==> config.mk <==
export PLATFORM = sky130hd
export DESIGN_NAME = gpr_dump_unit
export DESIGN_NICKNAME = d
export VERILOG_FILES = /design/src/rtl/gpr_dump_unit_pkg.sv /design/src/rtl/gpr_dump_unit_signature.sv /design/src/rtl/gpr_dump_unit.sv
export SDC_FILE = /design/constraint.sdc
export NUM_CORES = 1
export LEC_CHECK = 0
export BUFFER_PORTS_ARGS = -buffer_cell sky130_fd_sc_hd__buf_2
export CAP_MARGIN = 10
export CELL_PAD_IN_SITES_DETAIL_PLACEMENT = 0
export CELL_PAD_IN_SITES_GLOBAL_PLACEMENT = 2
export CORE_MARGIN = 5
export CORE_UTILIZATION = 30
export CTS_BUF_LIST = sky130_fd_sc_hd__clkbuf_8
export CTS_CLUSTER_SIZE = 30
export DETAILED_ROUTE_END_ITERATION = 16
export PLACE_DENSITY_LB_ADDON = 0.1
export SYNTH_ARGS = -nofsm -noshare
export SYNTH_HDL_FRONTEND = slang
export SYNTH_HIERARCHICAL = 1
export SYNTH_SLANG_ARGS = --single-unit
export TNS_END_PERCENT = 20
==> constraint.sdc <==
create_clock -name clk -period 2.1 [get_ports clk]
set_clock_uncertainty 0.15 [all_clocks]
set_input_delay 0.105 -clock clk [delete_from_list [all_inputs] [get_ports clk]]
set_output_delay 0.105 -clock clk [all_outputs]
set_load 0.03 [all_outputs]
==> src/rtl/gpr_dump_unit_pkg.sv <==
// Shared definitions for the GPR dump unit: FSM encoding, width defaults, signature reset value.
// Optional feature macro: GPR_DUMP_SIGNATURE_EN.
package gpr_dump_unit_pkg;

  localparam int DATA_W_DEF = 32;
  localparam int ADDR_W_DEF = 5;

  // Every signature bit starts from this value.
  localparam logic SIG_RESET_BIT = 1'b0;

  typedef enum logic [2:0] {
    ST_IDLE = 3'd0,
    ST_READ = 3'd1,
    ST_SEND = 3'd2,
    ST_SIG  = 3'd3,
    ST_DONE = 3'd4
  } state_t;

endpackage

==> src/rtl/gpr_dump_unit_signature.sv <==
// Rotate-left-by-one then XOR accumulator over the dumped register words.
// Instantiated only when GPR_DUMP_SIGNATURE_EN is defined.
module gpr_dump_signature
  import gpr_dump_unit_pkg::*;
#(
  parameter int DATA_W = DATA_W_DEF
) (
  input  logic              clk,
  input  logic              reset,
  input  logic              i_clr,
  input  logic              i_en,
  input  logic [DATA_W-1:0] i_word,
  output logic [DATA_W-1:0] o_sig_next
);

  logic [DATA_W-1:0] r_sig;

  // The next value is exported so the final word can be emitted on the last handshake.
  assign o_sig_next = {r_sig[DATA_W-2:0], r_sig[DATA_W-1]} ^ i_word;

  always_ff @(posedge clk or negedge reset) begin
    if (!reset) begin
      r_sig <= {DATA_W{SIG_RESET_BIT}};
    end else if (i_clr) begin
      r_sig <= {DATA_W{SIG_RESET_BIT}};
    end else if (i_en) begin
      r_sig <= o_sig_next;
    end
  end

endmodule

==> src/rtl/gpr_dump_unit.sv <==
// Walks registers FIRST_REG..LAST_REG through a read port and streams each value out.
// Defining GPR_DUMP_SIGNATURE_EN appends a rotate-xor signature word after the last register.
module gpr_dump_unit
  import gpr_dump_unit_pkg::*;
#(
  parameter int DATA_W    = DATA_W_DEF,
  parameter int ADDR_W    = ADDR_W_DEF,
  parameter int FIRST_REG = 1,
  parameter int LAST_REG  = 31
) (
  input  logic              clk,
  input  logic              reset,
  input  logic              start,
  output logic              busy,
  output logic              done,
  output logic [ADDR_W-1:0] rf_addr,
  input  logic [DATA_W-1:0] rf_rdata,
  output logic              out_valid,
  input  logic              out_ready,
  output logic [DATA_W-1:0] out_data,
  output logic [ADDR_W-1:0] out_index,
  output logic              out_last,
  output logic [2:0]        dbg_state
);

  // Stream contract: a word transfers on a cycle with out_valid & out_ready high; while
  // out_valid is high and out_ready low, out_data/out_index/out_last hold and out_valid stays up.

  localparam logic [ADDR_W-1:0] LP_FIRST = ADDR_W'(FIRST_REG);
  localparam logic [ADDR_W-1:0] LP_LAST  = ADDR_W'(LAST_REG);
`ifdef GPR_DUMP_SIGNATURE_EN
  localparam logic LP_SIG_EN = 1'b1;
`else
  localparam logic LP_SIG_EN = 1'b0;
`endif

  state_t            r_state;
  logic              r_busy;
  logic              r_done;
  logic              r_valid;
  logic              r_last;
  logic [ADDR_W-1:0] r_idx;
  logic [ADDR_W-1:0] r_index;
  logic [DATA_W-1:0] r_data;

  logic w_hs;
  logic w_at_last;

  assign w_hs      = r_valid & out_ready;
  assign w_at_last = (r_idx == LP_LAST);

`ifdef GPR_DUMP_SIGNATURE_EN
  logic [DATA_W-1:0] w_sig_next;
  logic              w_sig_clr;
  logic              w_sig_en;

  assign w_sig_clr = (r_state == ST_IDLE) && start;
  assign w_sig_en  = (r_state == ST_SEND) && w_hs;

  gpr_dump_signature #(.DATA_W(DATA_W)) u_sig (
    .clk       (clk),
    .reset     (reset),
    .i_clr     (w_sig_clr),
    .i_en      (w_sig_en),
    .i_word    (r_data),
    .o_sig_next(w_sig_next)
  );
`endif

  always_ff @(posedge clk or negedge reset) begin
    if (!reset) begin
      r_state <= ST_IDLE;
      r_busy  <= 1'b0;
      r_done  <= 1'b0;
      r_valid <= 1'b0;
      r_last  <= 1'b0;
      r_idx   <= '0;
      r_index <= '0;
      r_data  <= '0;
    end else begin
      case (r_state)
        ST_IDLE: begin
          if (start) begin
            r_idx   <= LP_FIRST;
            r_busy  <= 1'b1;
            r_state <= ST_READ;
          end
        end
        ST_READ: begin
          r_data  <= rf_rdata;
          r_index <= r_idx;
          r_last  <= w_at_last && !LP_SIG_EN;
          r_valid <= 1'b1;
          r_state <= ST_SEND;
        end
        ST_SEND: begin
          if (w_hs) begin
            r_valid <= 1'b0;
            // Compare before incrementing so LAST_REG at the top of the address range never wraps.
            if (!w_at_last) begin
              r_idx   <= r_idx + 1'b1;
              r_state <= ST_READ;
            end else begin
`ifdef GPR_DUMP_SIGNATURE_EN
              r_data  <= w_sig_next;
              r_index <= '0;
              r_last  <= 1'b1;
              r_valid <= 1'b1;
              r_state <= ST_SIG;
`else
              r_done  <= 1'b1;
              r_state <= ST_DONE;
`endif
            end
          end
        end
`ifdef GPR_DUMP_SIGNATURE_EN
        ST_SIG: begin
          if (w_hs) begin
            r_valid <= 1'b0;
            r_done  <= 1'b1;
            r_state <= ST_DONE;
          end
        end
`endif
        ST_DONE: begin
          r_done  <= 1'b0;
          r_busy  <= 1'b0;
          r_state <= ST_IDLE;
        end
        default: r_state <= ST_IDLE;
      endcase
    end
  end

  assign busy      = r_busy;
  assign done      = r_done;
  assign rf_addr   = r_idx;
  assign out_valid = r_valid;
  assign out_data  = r_data;
  assign out_index = r_index;
  assign out_last  = r_last;
  assign dbg_state = r_state;

endmodule

# After elaboration in Yosys (flattened, before gate mapping)
# Cells that the tools add are included.
[classes]
n_bitwise = 1
add_sub_neg = 1
n_mul = 0
shift = 0
n_div = 0
n_reduce_logical = 10
magnitude_cmp = 0
mux = 15
eq_ne = 8
[op_table]
columns = ["cell", "n"]
rows = [
  ["two-way mux 5 bit", 3],
  ["case mux 5 bit (2 select lines)", 1],
  ["two-way mux 3 bit", 3],
  ["case mux 3 bit (3 select lines)", 1],
  ["inequality test 2 bit (second input constant)", 4],
  ["nonzero test 2 bit", 4],
  ["case mux 1 bit (2 select lines)", 3],
  ["AND reduction 2 bit", 3],
  ["adder 5 x 1 -> 5 bit (second input constant)", 1],
  ["== test 5 bit (second input constant)", 1],
  ["two-way mux 1 bit", 4],
  ["AND reduction 4 bit", 1],
  ["== test 3 x 1 -> 1 bit (second input constant)", 1],
  ["== test 3 x 2 -> 1 bit (second input constant)", 1],
  ["== test 3 bit (second input constant)", 1],
  ["zero test 3 bit", 1],
  ["AND reduction 3 bit", 1],
  ["AND 1 bit", 1],
]
[totals]
mem_bits_rw = 0
memories = 0
reg_bits = 49
rom_bits = 0
wordCells = 43
input_bits = 36
latch_bits = 0
out_inout_bits = 49

# Logic depth before layout (Yosys ltp)
# Gate-level depths: netlist of the first run.
[logic_depth]
word_depth = 4
mapped_depth = 6

# Worst setup path after synthesis of the first run
# OpenSTA, ideal clock, no wires.
[synth_path]
kind = "flip-flop to flip-flop"
from = "register r_idx[0], in the netlist rf_addr[0]"
to = "register r_idx[1], in the netlist rf_addr[1]"
synth_period_minus_slack_ns = 2.068
setup_time_ns = 0.079
path_buffers = 0
path_slack_ns = 0.032
stages_incl_launch_ff = 7
t_arrival_ns = 1.838
cell_sequence = "dfrtp_1 -> ha_1 -> and3_1 -> ha_1 -> a221o_1 -> inv_2 -> mux2i_1"
[synth_rtl]
columns = ["element", "line_no", "text"]
rows = [
  ["start, declared", "gpr_dump_unit.sv:42", "logic [ADDR_W-1:0] r_idx;"],
  ["start signal, assigned", "gpr_dump_unit.sv:101", "r_idx <= r_idx + 1'b1;"],
  ["== test 5 bit", "gpr_dump_unit.sv:50", "assign w_at_last = (r_idx == LP_LAST);"],
  ["named net w_at_last", "gpr_dump_unit.sv:47", "logic w_at_last;"],
  ["inequality test 2 bit (no line)", "--", ""],
  ["AND reduction 4 bit (no line)", "--", ""],
]
# The timed path passes the listed nets, and every way through them passes these cells. The select of a mux whose other input is x is not followed.
# A chain may end at the register's enable or synchronous reset.

# Worst setup path after layout of the first run
[layout_path]
from = "register r_idx[0], in the netlist rf_addr[0]"
to = "register r_idx[4], in the netlist rf_addr[4]"
# The elaborated chain is that of the path after synthesis.

==> impl_metrics.toml, run 1 <==
[synthesis]
ys_seq_area_frac = 0.631
synth_area_leader_cell = "dfrtp_1"
syn_inst = 128
synth_top_area_frac = 0.631
synth_area_leaders = "dfrtp_1 (63%), mux2_2 (20%), mux2_1 (1.7%)"
synth-seq-cells = 49
synthFlopType = "dfrtp_1"
synth.most_common_cell = "dfrtp_1"
synth_edf_count = 0
async_flop_share = 1.00
syn-cell-area_um2 = 1940
avgSynthCellArea_um2 = 15.2
synth.distinct_cells = 29
yosysWarnings = 6
ys_top_cells_by_count = "dfrtp_1 (49), mux2_2 (35), buf_2 (4), nand2_1 (4)"
synth_fp_nets = 166

[floorplanning]
initial_core_util = 0.308
die_h_um = 90.5
die_x_um = 90.5
die_area_um2 = 8190
core_area_um2 = 6310
num_rows = 29
io_pins = 85

[sta]
max_freq_ghz = 0.510
grt_setup_unrepaired = "false"
fin_crit_sh = 0.934
fin_crit_ns = 1.96
drv_slew = 0
setup_slack_ns = 0.139
relSlewSlack = 0.601
fin_tns_setup_ns = 0
setup_viol = 0
final_hold_viol_count = 0
tightest_slew_ns = 0.598
whs_ns = 0.0660

[worst_setup_path]
startpoint_type = "flip-flop"
slowest_delay_ns = 0.42
arrival_ns = 2.03
worstPathRequired_ns = 2.17
cp_common_cell = "ha_1"
r2r_cells = 6
crit_fanout = 5
cp-end-kind = "flip-flop"
crit_type = "reg2reg"
slowest_stage = "dfrtp_1"
crit_chain = "ha_1, and3_1, ha_1, a221o_1, inv_2, mux2i_1"

[clock_tree]
clk_latency_ns = 0.30
cts_resized = 0
clockRootBuffer = "clkbuf_8"
cts.sinks = 49
h-tree-depth = 2
cts_buffers = 5
cts_tree = "yes"
clk_pin_slew_ns = 0.09
max-clock-path-buffers = 2

[finish]
finalNetCount = 292
fillCellCount = 611
areaGrowthSynthToFinish_pct = 49.4
regArea_um2 = 1230
multi_input_area_um2 = 693
drive_above_1_share = 0.529
postLayoutCoreUtil = 0.460
diodes = 0

[detailed_routing]
drc = 0
vias_per_cell = 4.48
detailroute.via_count = 1488
dr.pass1.iters = 4
drtIter0Drc = 35
ant_nets = 0
avgRoutedWirePerCell_um = 14.4
drt_wl_total_mm = 4.77

[power]
power_density_nw_per_um2 = 1530
p_leak_nw = 1.41
irDropWorstVdd_v = 0.000711

[grt]
grt_max_degree = 30
antenna_found_initial = 0
grt_pass1_wl_mm = 7.93
grt_pass1_vias = 1615
track_usage = 0.119
gr-total-overflow = 0

[placement]
gp_congestion = 0.755
post-place-ws_ns = 0.114
hpwl_mm = 3.31
io_buffers = 84

[min_path]
hold_class = "in2reg"
holdPathStages = 4

[flow_run]
maxCapViolCount = 0

[status]
status = "completed"
-- kinds of logic after synthesis --
logic type | synth area share
adder cells (fa/ha/maj) | 0.0129
buffers and inverters | 0.0161
multiplexers | 0.230
flip-flops | 0.631
AND/OR/NAND/NOR | 0.0624
AO/OA/AOI/OAI | 0.0476
-- metal layers --
| metal | wire, um | vias up | global-route usage |
|---|---|---|---|
| met2 | 2480 | 42 | 0.209 |
| met4 | 65 | 0 | 0.0409 |
| li1 | - | 710 | - |
| met3 | 324 | 5 | 0.0392 |
| met5 | 0 | - | 0 |
| met1 | 1900 | 731 | 0.134 |
-- worst paths after layout --
check	startpoint	slack (ns)	end
worst max-delay path	rf_addr[0]	0.14	rf_addr[4]
worst min-delay path	start	0.07	busy
worst max register to register	rf_addr[0]	0.14	rf_addr[4]
worst min register to register	out_data[3]	0.33	out_data[3]
max in group asynchronous	reset	0.85	out_data[30]
min in group asynchronous	reset	0.19	out_data[8]
-- registers in the layout, summed over array words and instances, names as in the netlist --
| register | count |
|---|---|
| out_last | 1 |
| dbg_state | 3 |
| out_index | 5 |
| rf_addr | 5 |
| busy | 1 |
| done | 1 |
| out_data | 32 |
| out_valid | 1 |
-- power breakdown --
part,switching (mW),internal [mW]
sequential,0.251,1.37
combinational,1.40,0.904
clock,0.294,0.223
-- metrics by stage --
stage	power [mW]	std cells	cell area [um^2]
after detailed placement	3.92	289	2480
after CTS	4.51	331	2900
after global routing	4.71	332	2910
after floorplan	3.23	128	1940
final	4.44	332	2910
after global placement	3.88	289	2480
-- worst max-delay path: cells and delay by family, from the launching register on --
kind	cells	cell delay, ns
adder cells (fa/ha/maj)	2	0.44
AND/OR/NAND/NOR	1	0.19
AO/OA/AOI/OAI	1	0.37
buffers and inverters	1	0.12
multiplexers	1	0.19
flip-flops	1	0.42
-- placed cells by master, fill, tap and decap left out --
master         instances
and3_1                 1
o21ai_1                1
inv_1                  5
dlygate4sd3_1         34
a21o_1                 2
o22a_1                 2
clkbuf_8               5
nand2_1                4
a221o_1                1
buf_2                 84
o21bai_1               1
a21boi_0               1
or2_2                  1
mux2i_1                2
nor4_2                 1
mux2_1                 3
ha_1                   2
buf_4                  5
o31ai_1                1
nor3b_4                1
nor2_1                 2
nand3_1                3
nor3b_1                1
a2bb2oi_1              1
o21ai_0                1
a22o_1                 1
dfrtp_1               49
inv_2                  1
or3b_4                 1
nand2b_1               2
nor4b_2                1
mux2_2                35
-- timing repair --
action                                 in CTS  in global routing
setup endpoints to repair                   0                  1
hold buffers                               34                  0
endpoints found under the hold margin      59                  0
buffers inserted                            0                  1
-- cell type report --
cell class              count  area share
multi-input cells          72       0.239
clock buffers               5      0.0237
inverters                   3     0.00388
repair buffers            123       0.275
flip-flops and latches     49       0.422
well taps                  77      0.0332
clock inverters             3     0.00388
No activity file was read; power rests on OpenSTA's default activity.
==> run 2: changes to the inputs <==
--- a/config.mk
+++ b/config.mk
@@ -10,7 +10,7 @@
 export CELL_PAD_IN_SITES_DETAIL_PLACEMENT = 0
 export CELL_PAD_IN_SITES_GLOBAL_PLACEMENT = 2
 export CORE_MARGIN = 5
-export CORE_UTILIZATION = 30
+export CORE_UTILIZATION = 28
 export CTS_BUF_LIST = sky130_fd_sc_hd__clkbuf_8
 export CTS_CLUSTER_SIZE = 30
 export DETAILED_ROUTE_END_ITERATION = 16
==> constraint.sdc (replaced) <==
create_clock -name clk -period 1.7 [get_ports clk]
set_clock_uncertainty 0.15 [all_clocks]
set_input_delay 0.085 -clock clk [delete_from_list [all_inputs] [get_ports clk]]
set_output_delay 0.085 -clock clk [all_outputs]
set_load 0.03 [all_outputs]
==> run 2 against run 1 <==
The run now ends with negative setup slack left. Via count grew 3.0%. Combinational power grew 34%. Non-clock buffer count grew 8. Final area grew 6.9%. Hold slack lost 0.019 ns. Setup slack lost 0.27 ns. Flip-flop and latch count is the same. Highest routed layer unchanged.
==> impl_metrics.toml, run 2 (same netlist as run 1, synthesis figures left out) <==
[status]
status = "finished, violations left"
violations = "negative setup slack"

[floorplanning]
die_area_um2 = 8710
num_rows = 30
initial_core_util = 0.286
core_area_um2 = 6790
io_pins = 85
die_x_um = 93.3
die_h_um = 93.3

[sta]
setup_viol = 5
max_freq_ghz = 0.548
setup_slack_ns = -0.126
tightest_slew_ns = 0.507
final_hold_viol_count = 0
relSlewSlack = 0.662
fin_crit_ns = 1.83
drv_slew = 0
fin_crit_sh = 1.07
grt_setup_unrepaired = "true"

[finish]
finalNetCount = 300
postLayoutCoreUtil = 0.457
diodes = 0
largest_register_ffs = 32
stdcell_count = 359
drive_above_1_share = 0.582
final_common_cell = "buf_2"
mostFrequentLayoutCells = "buf_2 (84), dfrtp_1 (47), mux2_2 (35)"
multi_input_area_um2 = 742
areaGrowthSynthToFinish_pct = 59.8
fillCellCount = 639
regArea_um2 = 1230

[worst_setup_path]
crit_type = "reg2reg"
ff2ff_setup_slack_ns = -0.13
crit_fanout = 4
r2r_cells = 6
timing.rr.start = "rf_addr[1]"
arrival_ns = 1.90
worstPathRequired_ns = 1.77
rr_endpoint = "rf_addr[1]"
cp-end-kind = "flip-flop"
startpoint_type = "flip-flop"

[min_path]
hold_end = "busy"
holdPathStages = 4
hold_class = "in2reg"
hp-start = "start"

[grt]
grt_pass1_vias = 1682
antenna_found_initial = 0
grt_pass1_wl_mm = 7.98
track_usage = 0.115
gr-total-overflow = 0
grt_max_degree = 41

[detailed_routing]
drtIter0Drc = 51
detailroute.via_count = 1532
drt_wl_total_mm = 5.00
ant_nets = 0
avgRoutedWirePerCell_um = 13.9
drc = 0
vias_per_cell = 4.27
dr.pass1.iters = 4

[clock_tree]
clockRootBuffer = "clkbuf_8"
cts_tree = "yes"
h-tree-depth = 2
clk_pin_slew_ns = 0.09
cts_buffers = 5
clk_latency_ns = 0.30
cts.sinks = 49
max-clock-path-buffers = 2

[power]
power_density_nw_per_um2 = 1950
p_leak_nw = 1.47
irDropWorstVdd_v = 0.000800

[placement]
io_buffers = 84
hpwl_mm = 3.59
gp_congestion = 0.758
place_inst = 315

[flow_run]
maxCapViolCount = 0
==> run 2: cell types whose count changed in the layout (fill, tap and decap cells not counted), sizes merged <==
cell / change
clkinv: +1
inv: -3
buf: +8
bufinv: +2
==> run 2: worst max-delay path, stage by stage, from the launching register on <==
cell	delay, ns
dfrtp_2	0.44
ha_4	0.17
and3_4	0.18
ha_4	0.15
a221o_1	0.35
inv_2	0.11
mux2i_1	0.19
==> run 2: repair_timing <==
action                                 in CTS  in global routing
buffers inserted                            1                  1
hold buffers                               34                  0
endpoints found under the hold margin      53                  0
setup endpoints to repair                   5                  7
gates resized for setup                     2                  1
pin swaps                                   2                  0
==> run 2: how the worst max path moves through the flow <==
stage | from | to | slack, ns | cells after the start
floorplan | rf_addr[0] | rf_addr[1] | -0.15 | 6
global placement | rf_addr[1] | rf_addr[1] | -0.05 | 6
detailed placement | rf_addr[0] | rf_addr[1] | -0.13 | 6
CTS | rf_addr[1] | rf_addr[1] | -0.14 | 6
global route | rf_addr[1] | rf_addr[1] | -0.18 | 6
finish | rf_addr[1] | rf_addr[1] | -0.13 | 6
==> run 2: cell type report <==
cell class,instances,share of cell area
inverters,3,0.00362
clock buffers,5,0.0222
multi-input cells,72,0.239
clock inverters,3,0.0209
repair buffers,131,0.280
well taps,96,0.0387
flip-flops and latches,49,0.395
==> run 2: power breakdown <==
group,leakage [nW],switching (mW),internal [mW]
clock,0.0681,0.383,0.584
sequential,0.590,0.297,1.69
combinational,0.811,1.84,1.26
total,1.47,2.52,3.54
==> run 2: per-layer routing <==
layer	global-route usage	up-vias	wire [um]
met2	0.204	53	2620
met1	0.132	751	1960
met3	0.0394	4	389
met4	0.0293	0	38
met5	0	-	0
li1	-	724	-
==> run 2: through the flow <==
stage	hold slack, ns	area, um^2	worst slack [ns]	TNS (ns)	power (mW)
2_1_floorplan	-0.361	1980	-0.150	-0.475	4.02
3_3_place_gp	-0.0683	2600	-0.0470	-0.0914	4.96
3_5_place_dp	-0.0641	2600	-0.132	-0.334	5.04
4_1_cts	0.0489	3090	-0.142	-0.384	6.14
5_1_grt	0.0425	3110	-0.176	-0.572	6.43
6_report	0.0475	3110	-0.126	-0.353	6.06
==> run 3: changes to the inputs <==
--- a/config.mk
+++ b/config.mk
@@ -5,6 +5,7 @@
 export SDC_FILE = /design/constraint.sdc
 export NUM_CORES = 1
 export LEC_CHECK = 0
+export ABC_AREA = 1
 export BUFFER_PORTS_ARGS = -buffer_cell sky130_fd_sc_hd__buf_2
 export CAP_MARGIN = 10
 export CELL_PAD_IN_SITES_DETAIL_PLACEMENT = 0
==> run 3 against run 2 <==
The flow finishes with violations (negative hold slack). Total power is 1.6% lower. Setup slack better by 0.28 ns. Global-route usage is 0.40 points higher. Via count is 2.9% higher. Synthesized cell count is 23% higher. Flip-flop and latch count stayed put. Die area is 8.5% higher. Wire length is 8.7% higher. Sequential power is 4% lower. Largest cell class unchanged.
==> impl_metrics.toml, run 3 <==
[finish]
finalNetCount = 323
drive_above_1_share = 0.521
largest_register_ffs = 32
stdcell_count = 385
diodes = 0
final_common_cell = "buf_2"
mostFrequentLayoutCells = "buf_2 (84), dfrtp_1 (48), mux2_4 (34), dlygate4sd3_1 (34), nand2_1 (28)"
areaGrowthSynthToFinish_pct = 49.1
fillCellCount = 697

[power]
irDropWorstVdd_v = 0.000767
p_leak_nw = 1.66
power_switching_share = 0.433
power_density_nw_per_um2 = 1880
clkPwrFrac = 0.117
power.switching_mw = 2.58
intPower_mw = 3.38
seqPwrFrac = 0.322
power_frac_comb = 0.561

[synthesis]
ys_seq_area_frac = 0.576
yosysWarnings = 6
synth_compound_area_frac = 0.00940
synth.most_common_cell = "dfrtp_1"
synthSimpleGateAreaFrac = 0.118
synth_area_leader_cell = "dfrtp_1"
synth_mux_area_frac = 0.250
ys_top_cells_by_count = "dfrtp_1 (49), mux2_4 (34), nand2_1 (29)"
syn-cell-area_um2 = 2130
synth_fp_nets = 195
synth_top_family_by_area = "multiplexers"
synth.distinct_cells = 22
synth_top_area_frac = 0.576
synthFlopType = "dfrtp_1"
synthAdderAreaFrac = 0.0118
synth_xor_area_frac = 0
avgSynthCellArea_um2 = 13.6
syn_inst = 157
synth_area_leaders = "dfrtp_1 (58%), mux2_4 (24%), nand2_1 (5.1%)"
async_flop_share = 1.00
synth_edf_count = 0
synth-seq-cells = 49

[sta]
setup_viol = 0
final_hold_viol_count = 1
grt_setup_unrepaired = "false"
max_freq_ghz = 0.647
tightest_slew_ns = 0.271
fin_crit_sh = 0.909
drv_slew = 0
fin_tns_setup_ns = 0
fin_crit_ns = 1.55
whs_ns = -0.00321
relSlewSlack = 0.818

[detailed_routing]
drt_wl_total_mm = 5.44
dr.pass1.iters = 4
drc = 0
avgRoutedWirePerCell_um = 14.1
ant_nets = 0
vias_per_cell = 4.09
detailroute.via_count = 1576
drtIter0Drc = 17

[grt]
grt_pass1_vias = 1726
track_usage = 0.119
grt_pass1_wl_mm = 9.05
antenna_found_initial = 0
gr-total-overflow = 0
grt_max_degree = 50

[floorplanning]
die_h_um = 97.2
num_rows = 31
io_pins = 85
initial_core_util = 0.290
core_area_um2 = 7330
die_area_um2 = 9450
die_x_um = 97.2

[worst_setup_path]
cp-end-kind = "flip-flop"
crit_type = "reg2reg"
startpoint_type = "flip-flop"
arrival_ns = 1.59
worstPathRequired_ns = 1.75
crit_fanout = 5

[clock_tree]
h-tree-depth = 2
cts_tree = "yes"
clk_pin_slew_ns = 0.10
cts_buffers = 5
clk_latency_ns = 0.31
cts.sinks = 49
clockRootBuffer = "clkbuf_8"
max-clock-path-buffers = 2

[flow_run]
maxCapViolCount = 0

[status]
status = "finished, violations left"
violations = "negative hold slack"

[placement]
io_buffers = 84
place_inst = 342
gp_congestion = 0.688
hpwl_mm = 3.49

[min_path]
hold_class = "in2reg"
## run 3: stage by stage
step | setup slack, ns | power (mW) | area [um^2] | hold WS, ns | utilization
finish | 0.155 | 5.96 | 3170 | -0.00321 | 0.433
global route | 0.00520 | 6.33 | 3170 | 0.0756 | 0.433
CTS | 0.0423 | 6.00 | 3140 | 0.0140 | 0.429
detailed placement | 0.0701 | 5.22 | 2720 | -0.0500 | 0.371
global placement | 0.0908 | 5.23 | 2720 | -0.0517 | 0.371
floorplan | -0.000318 | 4.34 | 2130 | -0.361 | -
## run 3: layout make-up
cell class              count  area (um^2)  area share
inverters                   9         33.8      0.0106
well taps                  99          124      0.0390
flip-flops and latches     49         1230       0.387
clock buffers               5         68.8      0.0217
repair buffers            125          851       0.268
clock inverters             3         18.8     0.00591
multi-input cells          95          851       0.268
## run 3: final timing paths
check / start / cells after the start / endpoint / slack (ns)
setup / recovery: rf_addr[0] / 10 / rf_addr[2] / 0.15
hold / removal: out_ready / 4 / dbg_state[1] / -0.003
setup reg to reg: rf_addr[0] / 10 / rf_addr[2] / 0.15
hold reg to reg: out_index[3] / 2 / out_index[3] / 0.34
max in group asynchronous: reset / 3 / out_data[11] / 1.02
min in group asynchronous: reset / 3 / rf_addr[4] / 0.13
## run 3: per-layer routing
metal / vias up / track usage / share of wire
met5: - / 0 / 0
met2: 55 / 0.188 / 0.47
li1: 770 / - / -
met4: 0 / 0.0298 / 0.015
met3: 8 / 0.0459 / 0.061
met1: 743 / 0.154 / 0.45
## run 3: power by group through the flow
| stage | combinational, mW | sequential, mW | clock, mW |
|---|---|---|---|
| 4_1_cts | 3.36 | 1.91 | 0.729 |
| 3_3_place_gp | 3.32 | 1.91 | 0 |
| 5_1_grt | 3.56 | 1.98 | 0.789 |
| 6_report | 3.34 | 1.92 | 0.697 |
| 2_1_floorplan | 1.46 | 2.89 | 0 |
| 3_5_place_dp | 3.29 | 1.93 | 0 |
## run 3: critical path, cell delays in order (launching register included)
cell and delay [ns]:
dfrtp_2 0.44, ha_4 0.16, nand2_2 0.05, nor2_1 0.04, ha_2 0.18, inv_2 0.06
nand3_2 0.06, nand2_1 0.08, nand2_2 0.09, nand2_1 0.08, nand2_1 0.04
## run 3: what timing repair did
action | 4_1_cts | 5_1_grt
gates resized for setup | 0 | 6
buffers inserted | 0 | 1
hold endpoints to repair | 82 | 0
setup endpoints to repair | 0 | 5
hold buffers | 34 | 0
## run 3: cell families (layout without fill, tap and decap cells)
logic type / after synthesis / in the layout
AND/OR/NAND/NOR: 53 / 53
flip-flops: 49 / 49
multiplexers: 36 / 36
buffers and inverters: 13 / 142
AO/OA/AOI/OAI: 4 / 4
adder cells (fa/ha/maj): 2 / 2
